[src/rtl/fifo_reader.sv]
// ---------------------------------------------------------------------------
// fifo_reader
//
// Request-driven drain engine for the read side of a `fifo`. A length request
// is accepted in IDLE. Exactly that many words are then popped from the
// attached fifo and presented on a valid/ready output stream through a
// 2-entry skid buffer. The final word of the request is flagged with
// out_last. A one-cycle `done` pulse follows the handshake of that word, or
// follows the acceptance of a zero-length request.
//
// Ports
//   clk         : rising-edge clock
//   rst         : asynchronous, active-low reset
//   fifo_empty  : `empty` from the attached fifo
//   fifo_data   : `data_out` from the attached fifo; valid while !fifo_empty
//   fifo_pop    : `pop` to the attached fifo
//   req_valid   : request strobe
//   req_len     : number of words to read, sampled on the request handshake
//   req_ready   : high only while idle
//   out_valid   : output word valid (skid buffer is not empty)
//   out_ready   : downstream accepts the word
//   out_data    : output word (skid head)
//   out_last    : the output word is the last word of the request
//   done        : one-cycle pulse when the request completes
// ---------------------------------------------------------------------------
module fifo_reader #(
  parameter int WIDTH  = 8,
  parameter int CNTWID = 8
) (
  input  logic              clk,
  input  logic              rst,
  input  logic              fifo_empty,
  input  logic [WIDTH-1:0]  fifo_data,
  output logic              fifo_pop,
  input  logic              req_valid,
  input  logic [CNTWID-1:0] req_len,
  output logic              req_ready,
  output logic              out_valid,
  input  logic              out_ready,
  output logic [WIDTH-1:0]  out_data,
  output logic              out_last,
  output logic              done
);

  typedef enum logic [1:0] {
    ST_IDLE  = 2'd0,
    ST_READ  = 2'd1,
    ST_DRAIN = 2'd2
  } state_t;

  state_t            state_q, state_d;
  logic [CNTWID-1:0] pops_left_q, pops_left_d;
  logic              done_q, done_d;

  // Skid buffer: two entries used as a tiny circular FIFO.
  logic [WIDTH-1:0]  skid_data_q [2];
  logic [WIDTH-1:0]  skid_data_d [2];
  logic              skid_last_q [2];
  logic              skid_last_d [2];
  logic              skid_head_q, skid_head_d;
  logic [1:0]        skid_cnt_q, skid_cnt_d;

  logic              req_fire;
  logic              pop;
  logic              out_fire;
  logic              skid_tail;
  logic              last_pop;

  assign req_ready = (state_q == ST_IDLE);
  assign req_fire  = req_valid & req_ready;

  // Popping never looks at out_ready: the second skid entry absorbs the word
  // that is already in flight when the consumer stalls.
  assign pop       = (state_q == ST_READ) & ~fifo_empty & (skid_cnt_q < 2'd2);
  assign fifo_pop  = pop;
  assign last_pop  = (pops_left_q == CNTWID'(1));

  assign out_valid = (skid_cnt_q != 2'd0);
  assign out_fire  = out_valid & out_ready;
  assign out_data  = skid_data_q[skid_head_q];
  assign out_last  = skid_last_q[skid_head_q];
  assign done      = done_q;

  // With at most two entries the tail is the head when empty and the other
  // slot when one entry is occupied.
  assign skid_tail = skid_head_q ^ skid_cnt_q[0];

  // -------------------------------------------------------------------------
  // Next-state logic for the request FSM
  // -------------------------------------------------------------------------
  always_comb begin
    // NOTE: every variable gets a default before the case statement so that
    // no path leaves it unassigned; an unassigned path would infer a latch.
    state_d     = state_q;
    pops_left_d = pops_left_q;
    done_d      = 1'b0;

    unique case (state_q)
      ST_IDLE: begin
        if (req_fire) begin
          if (req_len != '0) begin
            state_d     = ST_READ;
            pops_left_d = req_len;
          end else begin
            // Zero-length request completes immediately with no pops.
            done_d = 1'b1;
          end
        end
      end

      ST_READ: begin
        if (pop) begin
          pops_left_d = pops_left_q - CNTWID'(1);
          if (last_pop) begin
            state_d = ST_DRAIN;
          end
        end
      end

      ST_DRAIN: begin
        // The last word can only reach the skid head after READ has been
        // left, so its handshake is only watched here.
        if (out_fire && out_last) begin
          state_d = ST_IDLE;
          done_d  = 1'b1;
        end
      end

      default: begin
        state_d = ST_IDLE;
      end
    endcase
  end

  // -------------------------------------------------------------------------
  // Next-state logic for the skid buffer
  // -------------------------------------------------------------------------
  always_comb begin
    skid_data_d = skid_data_q;
    skid_last_d = skid_last_q;
    skid_head_d = skid_head_q;
    skid_cnt_d  = skid_cnt_q;

    if (pop) begin
      skid_data_d[skid_tail] = fifo_data;
      skid_last_d[skid_tail] = last_pop;
    end

    if (out_fire) begin
      skid_head_d = ~skid_head_q;
    end

    // Push and pop in the same cycle leave the occupancy unchanged.
    unique case ({pop, out_fire})
      2'b10:   skid_cnt_d = skid_cnt_q + 2'd1;
      2'b01:   skid_cnt_d = skid_cnt_q - 2'd1;
      default: skid_cnt_d = skid_cnt_q;
    endcase
  end

  // -------------------------------------------------------------------------
  // State registers
  // -------------------------------------------------------------------------
  always_ff @(posedge clk or negedge rst) begin
    if (!rst) begin
      state_q     <= ST_IDLE;
      pops_left_q <= '0;
      done_q      <= 1'b0;
      skid_head_q <= 1'b0;
      skid_cnt_q  <= 2'd0;
      // NOTE: the skid storage is reset as well, not only its occupancy,
      // because out_data and out_last are read straight from it and must
      // come out of reset as zero.
      for (int i = 0; i < 2; i++) begin
        skid_data_q[i] <= '0;
        skid_last_q[i] <= 1'b0;
      end
    end else begin
      // NOTE: registers use non-blocking assignments so that every flop
      // samples the pre-edge value of the others; the combinational blocks
      // above use blocking assignments.
      state_q     <= state_d;
      pops_left_q <= pops_left_d;
      done_q      <= done_d;
      skid_head_q <= skid_head_d;
      skid_cnt_q  <= skid_cnt_d;
      for (int i = 0; i < 2; i++) begin
        skid_data_q[i] <= skid_data_d[i];
        skid_last_q[i] <= skid_last_d[i];
      end
    end
  end

endmodule

[config.mk]
export PLATFORM = sky130hd
export DESIGN_NAME = fifo_reader
export DESIGN_NICKNAME = d
export VERILOG_FILES = /design/src/rtl/fifo_reader.sv
export SDC_FILE = /design/constraint.sdc
export NUM_CORES = 1
export LEC_CHECK = 0
export ABC_AREA = 1
export ABC_CLOCK_PERIOD_IN_PS = 5350
export BUFFER_PORTS_ARGS = -buffer_cell sky130_fd_sc_hd__buf_2
export CAP_MARGIN = 20
export CORE_AREA = 3 3 59 75
export DETAILED_ROUTE_END_ITERATION = 8
export DIE_AREA = 0 0 62 78
export GPL_TIMING_DRIVEN = 0
export PLACE_DENSITY = 0.75
export SYNTH_ARGS = -nofsm -noshare
export SYNTH_HDL_FRONTEND = slang
export SYNTH_SLANG_ARGS = --single-unit
[constraint.sdc]
create_clock -name clk -period 5.35 [get_ports clk]
set_clock_uncertainty 0.2 [all_clocks]
set_input_delay 0.2675 -clock clk [delete_from_list [all_inputs] [get_ports clk]]
set_output_delay 0.2675 -clock clk [all_outputs]
set_load 0.02 [all_outputs]
-- Word-level counts from Yosys, hierarchy flattened
Cells that the tools add are included.
- input bits: 21
- logic and storage cells: 71
- output and inout bits: 13
- register bits: 32
- reductions and logical operators: 9
- multiplexer cells: 27
- bitwise logic cells: 9
- equality and inequality tests: 10
- $lt $le $gt $ge: 4
- add/sub/neg operators: 3
- operators by type and width (kind ; count):
    $mux W8 ; 7
    $bwmux W16 ; 1
    $pmux W8 S2 ; 1
    $mux W2 ; 5
    $demux W8 S1 ; 1
    $eq A8 B1 Y1 const B ; 1
    $reduce_bool A8 Y1 ; 1
    $sub A8 B1 Y8 const B ; 1
    $mux W1 ; 7
    $ne A2 B2 Y1 const B ; 3
    $pmux W2 S3 ; 1
    $reduce_bool A2 Y1 ; 3
    $reduce_and A5 Y1 ; 1
    $and A1 B1 Y1 ; 4
    $eq A2 B1 Y1 const B ; 2
    $eq A2 B2 Y1 const B ; 2
    $ge A2 B2 Y1 const B ; 2
    $ne A2 B1 Y1 const B ; 2
    $not A1 Y2 ; 2
    $pmux W2 S2 ; 1
    $reduce_and A4 Y1 ; 1
    $add A2 B1 Y2 const B ; 1
    $bwmux W2 ; 1
    $logic_and A1 B1 Y1 ; 2
    8 further kinds ; 9

-- Longest topological paths before layout
Gate-level depths: netlist of the first run.
- depth in word-level cells: 7
- depth in mapped cells: 8
- depth with buffers taken out: 8

-- Least setup slack after synthesis of the first run
No wires, ideal clock.
- path type: flip-flop to flip-flop
- from: reg state_q[0]
- to: reg skid_cnt_q[1]
- path buffers: 0
- setup slack: 3.664 ns
- clock period less this slack: 1.686 ns
- data required time: 5.019 ns
- stages on the path, launching flop included: 8
- arrival time: 1.355 ns
- setup time: 0.131 ns
- cell sequence: dfrtp_1 > inv_2 > nor2_4 > nand3_4 > ha_1 > a21oi_1 > o21ai_0 > xor2_1
- longest elaborated chain between the ends: 5
- elaborated cells between the ends (all ways): 7
- those cells by class: 3 x eq/ne; 1 x mux; 2 x bitwise; 1 x reduce/logical
- RTL lines (what ; line ; source):
    start: declaration ; 51 ; state_t state_q, state_d;
    start signal: assignment ; 182 ; state_q <= state_d;
    $eq A2 B1 Y1 * ; 74 ; assign pop = (state_q == ST_READ) & ~fifo_empty & (skid_cnt_q < 2'd2);
    $and A1 B1 Y1 * (2 in series) ; 74 ;
    $eq A2 B1 Y1 / $eq A2 B2 Y1 (equally long branches) ; 154 ; unique case ({pop, out_fire})
    $pmux W2 S2 / $reduce_bool A2 Y1 (equally long branches) ; - ;
    end signal: assignment ; 186 ; skid_cnt_q <= skid_cnt_d;
    end: declaration ; 61 ; logic [1:0] skid_cnt_q, skid_cnt_d;
Mark *: on every way between the ends. The rest lies on a longest branch, timed or not.
A chain may end at the register's enable or synchronous reset.

-- Final worst setup path of the first run
Ends and elaborated chain as after synthesis.

==> metrics.cfg, run 1 <==
[placed_design]
portBuffers = 33
pre_cts_ws_ns = 3.534
routabilityCongestion = 0.8363
dp.final_hpwl_um = 2867
placed_area_um2 = 2100

[global_routing]
grt_max_degree = 33
globalRouteTotalUtil = 0.1802
antenna_found_initial = 0
grt_overflow_total = 0
grt_pass1_vias = 1577
grt_pass1_wl_um = 6679

[worst_hold_path]
worstHoldPathCells = 3
hold_class = input port to flop

[outcome]
outcome = complete, no violations

[cts]
cts_buffers = 5
root_buffer = clkbuf_8
cts.htree.levels = 2
path_clk_slew_ns = 0.07
cts_resized = 0
clkSinkCount = 32
clkLatencyLatePin_ns = 0.28
cts_buffer_depth = 2
cts_tree = done
hold_buffers = 1
cts_setup_buffers = 0

[setup_path]
r2r_cells = 7
cp_top_family = flip-flops
end_kind = flop
path_depth = 7
crit_start = state_q[0]
r2r_slack_ns = 3.53
cp_data_arrival_time_ns = 1.78
worstReg2RegStart = state_q[0]
endpoint = skid_cnt_q[1]
startpoint_type = flop
rr_endpoint = skid_cnt_q[1]
path_class = flop to flop
crit_buf_inv = 1
critical-path-max-stage-delay_ns = 0.42
crit_chain = inv_2 -> nor2_4 -> nand3_4 -> ha_1 -> a21oi_1 -> o21ai_0 -> xor2_1
cp_max_fo = 7
required_ns = 5.31
slowest_stage = dfrtp_1

[synthesis]
syn_area_per_cell_um2 = 7.844
ys_types = 31
synth-simple-area-share = 0.2909
synth_top_family_by_area = simple AND/OR/NAND/NOR gates
synth_compound_area_frac = 0.1434
synth.area.mux_share = 0
yosysSeqAreaShare = 0.4290
syn_inst = 238
synth_xor_area_frac = 0.02279
yosys.area_share.adder = 0.02011
synth_nets = 262
synth.cell_area_um2 = 1867
yosysWarnings = 0
yosys_register_bits = 32

[floorplanning]
die_height_um = 78
die_area_um2 = 4836
row_count = 25
coreArea_um2 = 3785
num_io_pins = 34
die_x_um = 62
initial_core_util = 0.4932

[pwr]
p_leak_nw = 1.187
power_w = 0.001280
p_per_area_nw_per_um2 = 585.2
ir_drop_v = 0.0002169

[sta]
setup_slack_ns = 3.535
setup_violations = 0
tightest_slew_ns = 0.7142
timing.hold.ws_ns = 0.03625
max-slew-margin-rel = 0.5239
finalHoldViolations = 0
slew_viol_final = 0
fin_crit_ns = 1.815
rsz0062_at_grt = no
fin_setup_tns_ns = 0
fmax_mhz = 551.0
fin_crit_sh = 0.3393

[final_layout]
nets = 303
multi_input_area_um2 = 890.9
layout_common_cells = 83 x nand2_1, 34 x buf_2, 32 x dfrtp_1
diodes = 0
nFillCells = 378
fin_area_um2 = 2187
drive_gt1_frac = 0.2760
layout_commonest_cell = nand2_1
area_growth_syn_to_layout_pct = 17.16
ff_latch_area_um2 = 800.8

[route]
avgViaCountPerCell = 4.823
dr.pass1.iters = 4
wl_per_cell_um = 11.44
drt_iter0_markers = 130
drc_errors = 0
routed_wl_um = 3808
drt.antenna.violating_nets = 0
vias = 1606

[run]
cap_violations = 0

-- cells in the mapped netlist (all sizes together) --
cell	count	share of area
xor2	2	0.0094
nor3	1	0.0027
inv	31	0.062
o21ai	31	0.12
o31ai	3	0.012
a31oi	1	0.0034
clkinv	2	0.0067
xnor2	2	0.013
nand3	15	0.047
o21a	1	0.0040
ha	3	0.020
dfrtp	32	0.43
nor2	15	0.036
a21oi	1	0.0027
nand4	2	0.0067
or2	2	0.0067
nand2	88	0.19
buf	5	0.025
and2	1	0.0034
-- cell families (layout without fill, tap and decap cells) --
kind of cell / after synthesis / count (layout)
DFF: 32 / 32
xor gates and xnor gates: 4 / 4
adders and majority gates: 3 / 3
AOI/OAI and AO/OA: 37 / 37
and+or+nand+nor: 124 / 124
buffers and inverters: 38 / 79
-- worst min path at each step --
stage | start | to | slack (ns)
floorplan | rst | done | -0.23
global placement | rst | skid_data_q[0] | 0.16
finish | req_valid | done | 0.04
detailed placement | rst | skid_data_q[0] | 0.16
global route | req_valid | done | 0.08
CTS | req_valid | done | 0.03
-- worst min-delay path, cell delays in order --
cell,delay (ns)
buf_2,0.08
nand3_1,0.07
o31ai_1,0.06
-- report_power, final --
group	internal (W)	switching, W	total, W
registers	0.000349	0.0000847	0.000434
clock network	0.0000883	0.0000841	0.000172
logic	0.000251	0.000423	0.000674
-- cell type report --
class,instances,area share
well taps,54,0.03089
flip-flops and latches,32,0.3661
plain buffers,5,0.02117
repair buffers,34,0.08009
multi-input cells,168,0.4073
inverters,33,0.05892
clock buffers,6,0.03318
clock inverters,1,0.002288
-- flip-flops by register name (all words and copies together), names as in the netlist --
register and count:
done 1, skid_last_q 2, skid_data_q 16, skid_cnt_q 2, state_q 2, pops_left_q 8
skid_head_q 1
-- per-stage QoR --
step                utilization  cells
global route             0.5779    333
global placement         0.5547    325
floorplan                     -    238
CTS                      0.5779    333
detailed placement       0.5547    325
finish                   0.5779    333
-- layer usage --
layer,up-vias,global-route usage,part of all wire
met1,733,0.2177,0.43
met3,8,0.02995,0.043
li1,823,-,-
met5,-,0,0
met4,0,0.05732,0.012
met2,42,0.3112,0.52
(Power assumes the default switching activity.)
==> run 2: changes to the inputs <==
- ABC_AREA: 1 -> 0
- ABC_CLOCK_PERIOD_IN_PS: 5350 -> 1700
- CORE_AREA: 3 3 59 75 -> 3 3 56 71
- DIE_AREA: 0 0 62 78 -> 0 0 59 74
- PLACE_DENSITY: 0.75 -> 0.76
- clock period: 5.35 -> 1.7 ns (I/O delays scaled with it)
==> metrics.cfg, run 2 <==
[placed_design]
routabilityCongestion = 0.8262
dp.final_hpwl_um = 2653
dp_cells = 221
portBuffers = 33

[worst_hold_path]
hold_class = input port to flop

[sta]
fmax_mhz = 521.0
setup_slack_ns = -0.2193
setup_violations = 33
fin_crit_ns = 1.919
fin_crit_sh = 1.129
max-slew-margin-rel = 0.4992
slew_viol_final = 0
fin_setup_tns_ns = -4.920
tightest_slew_ns = 0.7444
rsz0062_at_grt = yes
finalHoldViolations = 0

[setup_path]
path_class = flop to flop
cp_max_fo = 10
critical-path-max-stage-delay_ns = 0.52
end_kind = flop
cp_data_arrival_time_ns = 1.89
slowest_stage = or4b_4
startpoint_type = flop
required_ns = 1.67
crit_chain = or4b_4 -> buf_8 -> clkinv_8 -> nand2_4 -> mux2_2

[pwr]
pwr-share-seq = 0.317
p_clk_frac = 0.185
comb_power_share = 0.498
switching_share = 0.3616
ir_drop_v = 0.001243
p_leak_nw = 1.134
p_int_w = 0.002781
p_per_area_nw_per_um2 = 1777
p_switching_w = 0.001576

[synthesis]
ys.flop_type = dfrtp_1
synth_nets = 173
yosys_register_bits = 32
synthTopCellsByArea = dfrtp_1 48%, mux2_2 11%, mux2_4 7.1%
yosysWarnings = 0
synth.cell_area_um2 = 1685
syn_inst = 149
synth_edf_count = 0
synth.most_common_cell = dfrtp_1
ys_types = 38
synth_top_area_frac = 0.4751
async_reset_ff_frac = 1.000
syn_area_per_cell_um2 = 11.31
yosysSeqAreaShare = 0.4751
synth_commonest_cells = 32 x dfrtp_1, 17 x mux2_2, 9 x nand2_1
synth_largest_area_cell = dfrtp_1

[global_routing]
globalRouteTotalUtil = 0.2207
grt_max_degree = 33
grt_pass1_wl_um = 7127
antenna_found_initial = 0
grt_pass1_vias = 1545
grt_overflow_total = 0

[route]
drt_iter0_markers = 102
routed_wl_um = 4454
vias = 1466
drt.antenna.violating_nets = 0
avgViaCountPerCell = 5.727
dr.pass1.iters = 4
wl_per_cell_um = 17.40
drc_errors = 0

[cts]
cts_buffer_depth = 2
cts_buffers = 5
clkSinkCount = 32
cts.htree.levels = 2
path_clk_slew_ns = 0.07
root_buffer = clkbuf_8
clkLatencyLatePin_ns = 0.29
cts_tree = done

[floorplanning]
coreArea_um2 = 3423
die_x_um = 59
die_height_um = 74
num_io_pins = 34
row_count = 24
die_area_um2 = 4366
initial_core_util = 0.4923

[outcome]
failed_checks = setup timing
outcome = finished, violations left

[final_layout]
drive_gt1_frac = 0.4747
diodes = 0
nets = 240
layout_common_cells = 32 x buf_2, 30 x dfrtp_1, 18 x dlygate4sd3_1
fin_cells = 256
area_growth_syn_to_layout_pct = 45.51
largest_reg_flops = 16
layout_commonest_cell = buf_2
nFillCells = 250
reg.largest.list = skid_data_q (16), pops_left_q (8)
largest_register = skid_data_q

[run]
cap_violations = 0

[run 2: changes by cell type after synthesis, moves of 8 or more]
cell / before / now
inv_1: 29 / 4
nand2_1: 83 / 9
mux2_4: 0 / 8
o21ai_2: 19 / 0
mux2_2: 0 / 17
[run 2: logic make-up (layout without fill, tap and decap cells)]
group | after synthesis | after routing | synth area share
and+or+nand+nor | 45 | 46 | 0.1433
DFF | 32 | 32 | 0.4751
AOI/OAI and AO/OA | 29 | 29 | 0.1106
muxes | 26 | 26 | 0.1908
buffers and inverters | 9 | 76 | 0.03192
xor gates and xnor gates | 5 | 5 | 0.02599
adders and majority gates | 3 | 3 | 0.02227
[run 2: cell type report]
cell class | count | area [um2] | share of cell area
plain buffers | 3 | 35.03 | 0.01429
clock buffers | 7 | 96.34 | 0.03929
clock inverters | 1 | 30.03 | 0.01224
inverters | 5 | 31.28 | 0.01276
multi-input cells | 109 | 955.9 | 0.3898
flip-flops and latches | 32 | 803.3 | 0.3276
well taps | 39 | 48.80 | 0.01990
repair buffers | 60 | 451.7 | 0.1842
[run 2: path summary, 6_finish.rpt]
kind,startpoint,end,slack (ns),cells past startpoint
setup / recovery,state_q[1],skid_data_q[14],-0.22,5
hold / removal,req_len[7],pops_left_q[7],0.03,4
setup reg to reg,state_q[1],skid_data_q[14],-0.22,5
hold reg to reg,skid_data_q[5],skid_data_q[5],0.31,1
max in group asynchronous,rst,skid_head_q,0.61,2
min in group asynchronous,rst,pops_left_q[1],0.19,2
[run 2: routing by layer]
layer / wire length (um) / up-vias / track usage / share of wire
li1: - / 682 / - / -
met1: 1699 / 732 / 0.2497 / 0.38
met2: 2457 / 41 / 0.3870 / 0.55
met3: 200 / 11 / 0.05382 / 0.045
met4: 98 / 0 / 0.1033 / 0.022
met5: 0 / - / 0 / 0
[run 2: critical path, delay by kind of cell, from the launching register on]
kind	cells	cell delay, ns
AND/OR/NAND/NOR	2	0.62
flip-flops	1	0.41
buffers and inverters	2	0.24
multiplexers	1	0.31
[run 2: timing repair]
action                                  4_1_cts  5_1_grt
hold buffers                                 18        0
pin swaps                                     7        3
resized for setup                            22       16
endpoints found under the setup margin       41       36
cloned                                        1        1
hold endpoints to repair                     57        0
setup buffers                                 6        2
[run 2: power by group through the flow]
stage / combinational (W) / sequential, W / clock [W]
after floorplan: 0.00137 / 0.00126 / 0
after global placement: 0.00168 / 0.00131 / 0
after detailed placement: 0.00174 / 0.00134 / 0
after CTS: 0.00202 / 0.00134 / 0.000825
after global routing: 0.00233 / 0.00142 / 0.000841
final: 0.00217 / 0.00138 / 0.000804
[run 2: metrics by stage]
step | power (W) | hold slack [ns] | setup WS (ns) | cell area (um2) | util
2_1_floorplan | 0.002630 | -0.4106 | -0.2539 | 1697 | -
3_3_place_gp | 0.002981 | -0.03311 | -0.3070 | 1911 | 0.5581
3_5_place_dp | 0.003074 | -0.02546 | -0.3287 | 1911 | 0.5581
4_1_cts | 0.004181 | 0.01072 | -0.1943 | 2355 | 0.6879
5_1_grt | 0.004593 | 0.05975 | -0.2549 | 2452 | 0.7164
6_report | 0.004357 | 0.02712 | -0.2193 | 2452 | 0.7164
==> run 3: changes to the inputs <==
- SKIP_CTS_REPAIR_TIMING: not set -> 1
==> metrics.cfg, run 3 (synthesized netlist as in run 2, its figures left out) <==
[route]
dr.pass1.iters = 4
wirelength_met1_um = 1669
drt.antenna.violating_nets = 0
highest_layer = met4
route.met3.wl_um = 204
avgViaCountPerCell = 5.776
met2_length_um = 2089
drc_errors = 0
wl_per_cell_um = 16.44
routed_wl_um = 4109
drt_iter0_markers = 68
vias = 1444

[run]
cap_violations = 0

[final_layout]
largest_reg_flops = 16
reg.largest.list = skid_data_q (16), pops_left_q (8)
nets = 234
largest_register = skid_data_q
layout_common_cells = 31 x dfrtp_1, 31 x buf_2, 16 x dlygate4sd3_1
area_growth_syn_to_layout_pct = 41.87
diodes = 0
fin_cells = 250
drive_gt1_frac = 0.4502

[placed_design]
routabilityCongestion = 0.8262
dp.final_hpwl_um = 2653
portBuffers = 33
dp_cells = 221

[setup_path]
cp_max_fo = 7
startpoint_type = flop
required_ns = 1.67
crit_chain = or4b_4 -> buf_12 -> ha_4 -> xnor2_1 -> nor2_1 -> xor2_1
slowest_stage = or4b_4
cp_data_arrival_time_ns = 1.90
critical-path-max-stage-delay_ns = 0.53
path_class = flop to flop
end_kind = flop

[cts]
root_buffer = clkbuf_8
cts_buffer_depth = 2
cts_tree = done
clkSinkCount = 32
cts_buffers = 5
path_clk_slew_ns = 0.07
clkLatencyLatePin_ns = 0.29
cts.htree.levels = 2

[floorplanning]
row_count = 24
initial_core_util = 0.4923
die_area_um2 = 4366
die_height_um = 74
num_io_pins = 34
coreArea_um2 = 3423
die_x_um = 59

[pwr]
pwr-share-seq = 0.328
p_int_w = 0.002674
p_leak_nw = 1.109
ir_drop_v = 0.001318
p_switching_w = 0.001541
comb_power_share = 0.482
p_per_area_nw_per_um2 = 1763
switching_share = 0.3656
p_clk_frac = 0.190

[sta]
setup_violations = 29
rsz0062_at_grt = yes
timing.hold.ws_ns = -0.01129
setup_slack_ns = -0.2296
fmax_mhz = 518.2
slew_viol_final = 0
finalHoldViolations = 1
max-slew-margin-rel = 0.5040
fin_crit_sh = 1.135
fin_setup_tns_ns = -4.789
tightest_slew_ns = 0.7373
fin_crit_ns = 1.930

[worst_hold_path]
hold_class = input port to flop

[global_routing]
antenna_found_initial = 0
globalRouteTotalUtil = 0.1906
grt_overflow_total = 0
grt_pass1_wl_um = 6161
grt_pass1_vias = 1378
grt_max_degree = 33

[outcome]
outcome = finished, violations left
failed_checks = hold timing, setup timing

run 3: cell types whose count changed in the layout (fill, tap and decap cells not counted), moves of 2 or more:
cell / before / now
o22ai_1: 3 / 1
dlygate4sd3_1: 18 / 16
nand3_2: 3 / 0
nand3_1: 4 / 7
o22ai_2: 1 / 3
mux2_4: 8 / 10
buf_6: 3 / 1
buf_8: 3 / 0
o21ai_2: 2 / 0
mux2_2: 17 / 15
run 3: metrics by stage:
stage | utilization | total power [W] | worst slack (ns) | instance area (um2)
2_1_floorplan | - | 0.002630 | -0.2539 | 1697
3_3_place_gp | 0.5581 | 0.002981 | -0.3070 | 1911
3_5_place_dp | 0.5581 | 0.003074 | -0.3287 | 1911
4_1_cts | 0.5950 | 0.003896 | -0.3468 | 2037
5_1_grt | 0.6985 | 0.004456 | -0.2883 | 2391
6_report | 0.6985 | 0.004216 | -0.2296 | 2391
run 3: final cells by class:
type	count	area, um2
multi-input cells	109	973.4
inverters	5	31.28
clock inverters	1	30.03
clock buffers	7	96.34
well taps	39	48.80
fillers	255	1032
repair buffers	54	372.9
plain buffers	3	36.28
flip-flops and latches	32	802.0
run 3: path summary, 6_finish.rpt:
path,startpoint,endpoint,slack [ns],cells past startpoint
worst max-delay path,state_q[1],skid_cnt_q[1],-0.23,6
worst min-delay path,req_len[0],pops_left_q[0],-0.01,3
worst max register to register,state_q[1],skid_cnt_q[1],-0.23,6
worst min register to register,skid_last_q[0],skid_last_q[0],0.29,2
max in group asynchronous,rst,state_q[1],0.63,2
min in group asynchronous,rst,pops_left_q[3],0.18,2
run 3: power groups by stage:
| stage | clock network, W | registers (W) | logic [W] |
|---|---|---|---|
| floorplan | 0 | 0.00126 | 0.00137 |
| global placement | 0 | 0.00131 | 0.00168 |
| detailed placement | 0 | 0.00134 | 0.00174 |
| CTS | 0.000825 | 0.00133 | 0.00174 |
| global route | 0.000839 | 0.00142 | 0.00220 |
| finish | 0.000802 | 0.00138 | 0.00203 |
run 3: critical path: cells and delay by family (launching register included):
kind / cells / cell delay (ns)
xor+xnor: 2 / 0.27
fa+ha+maj: 1 / 0.15
buf+inv: 1 / 0.17
flops: 1 / 0.42
simple gates: 2 / 0.60
run 3: per-layer routing:
layer,vias to the layer above,global-route usage
met5,-,0
met4,0,0.09572
met3,13,0.04861
li1,671,-
met1,714,0.2238
met2,46,0.3206
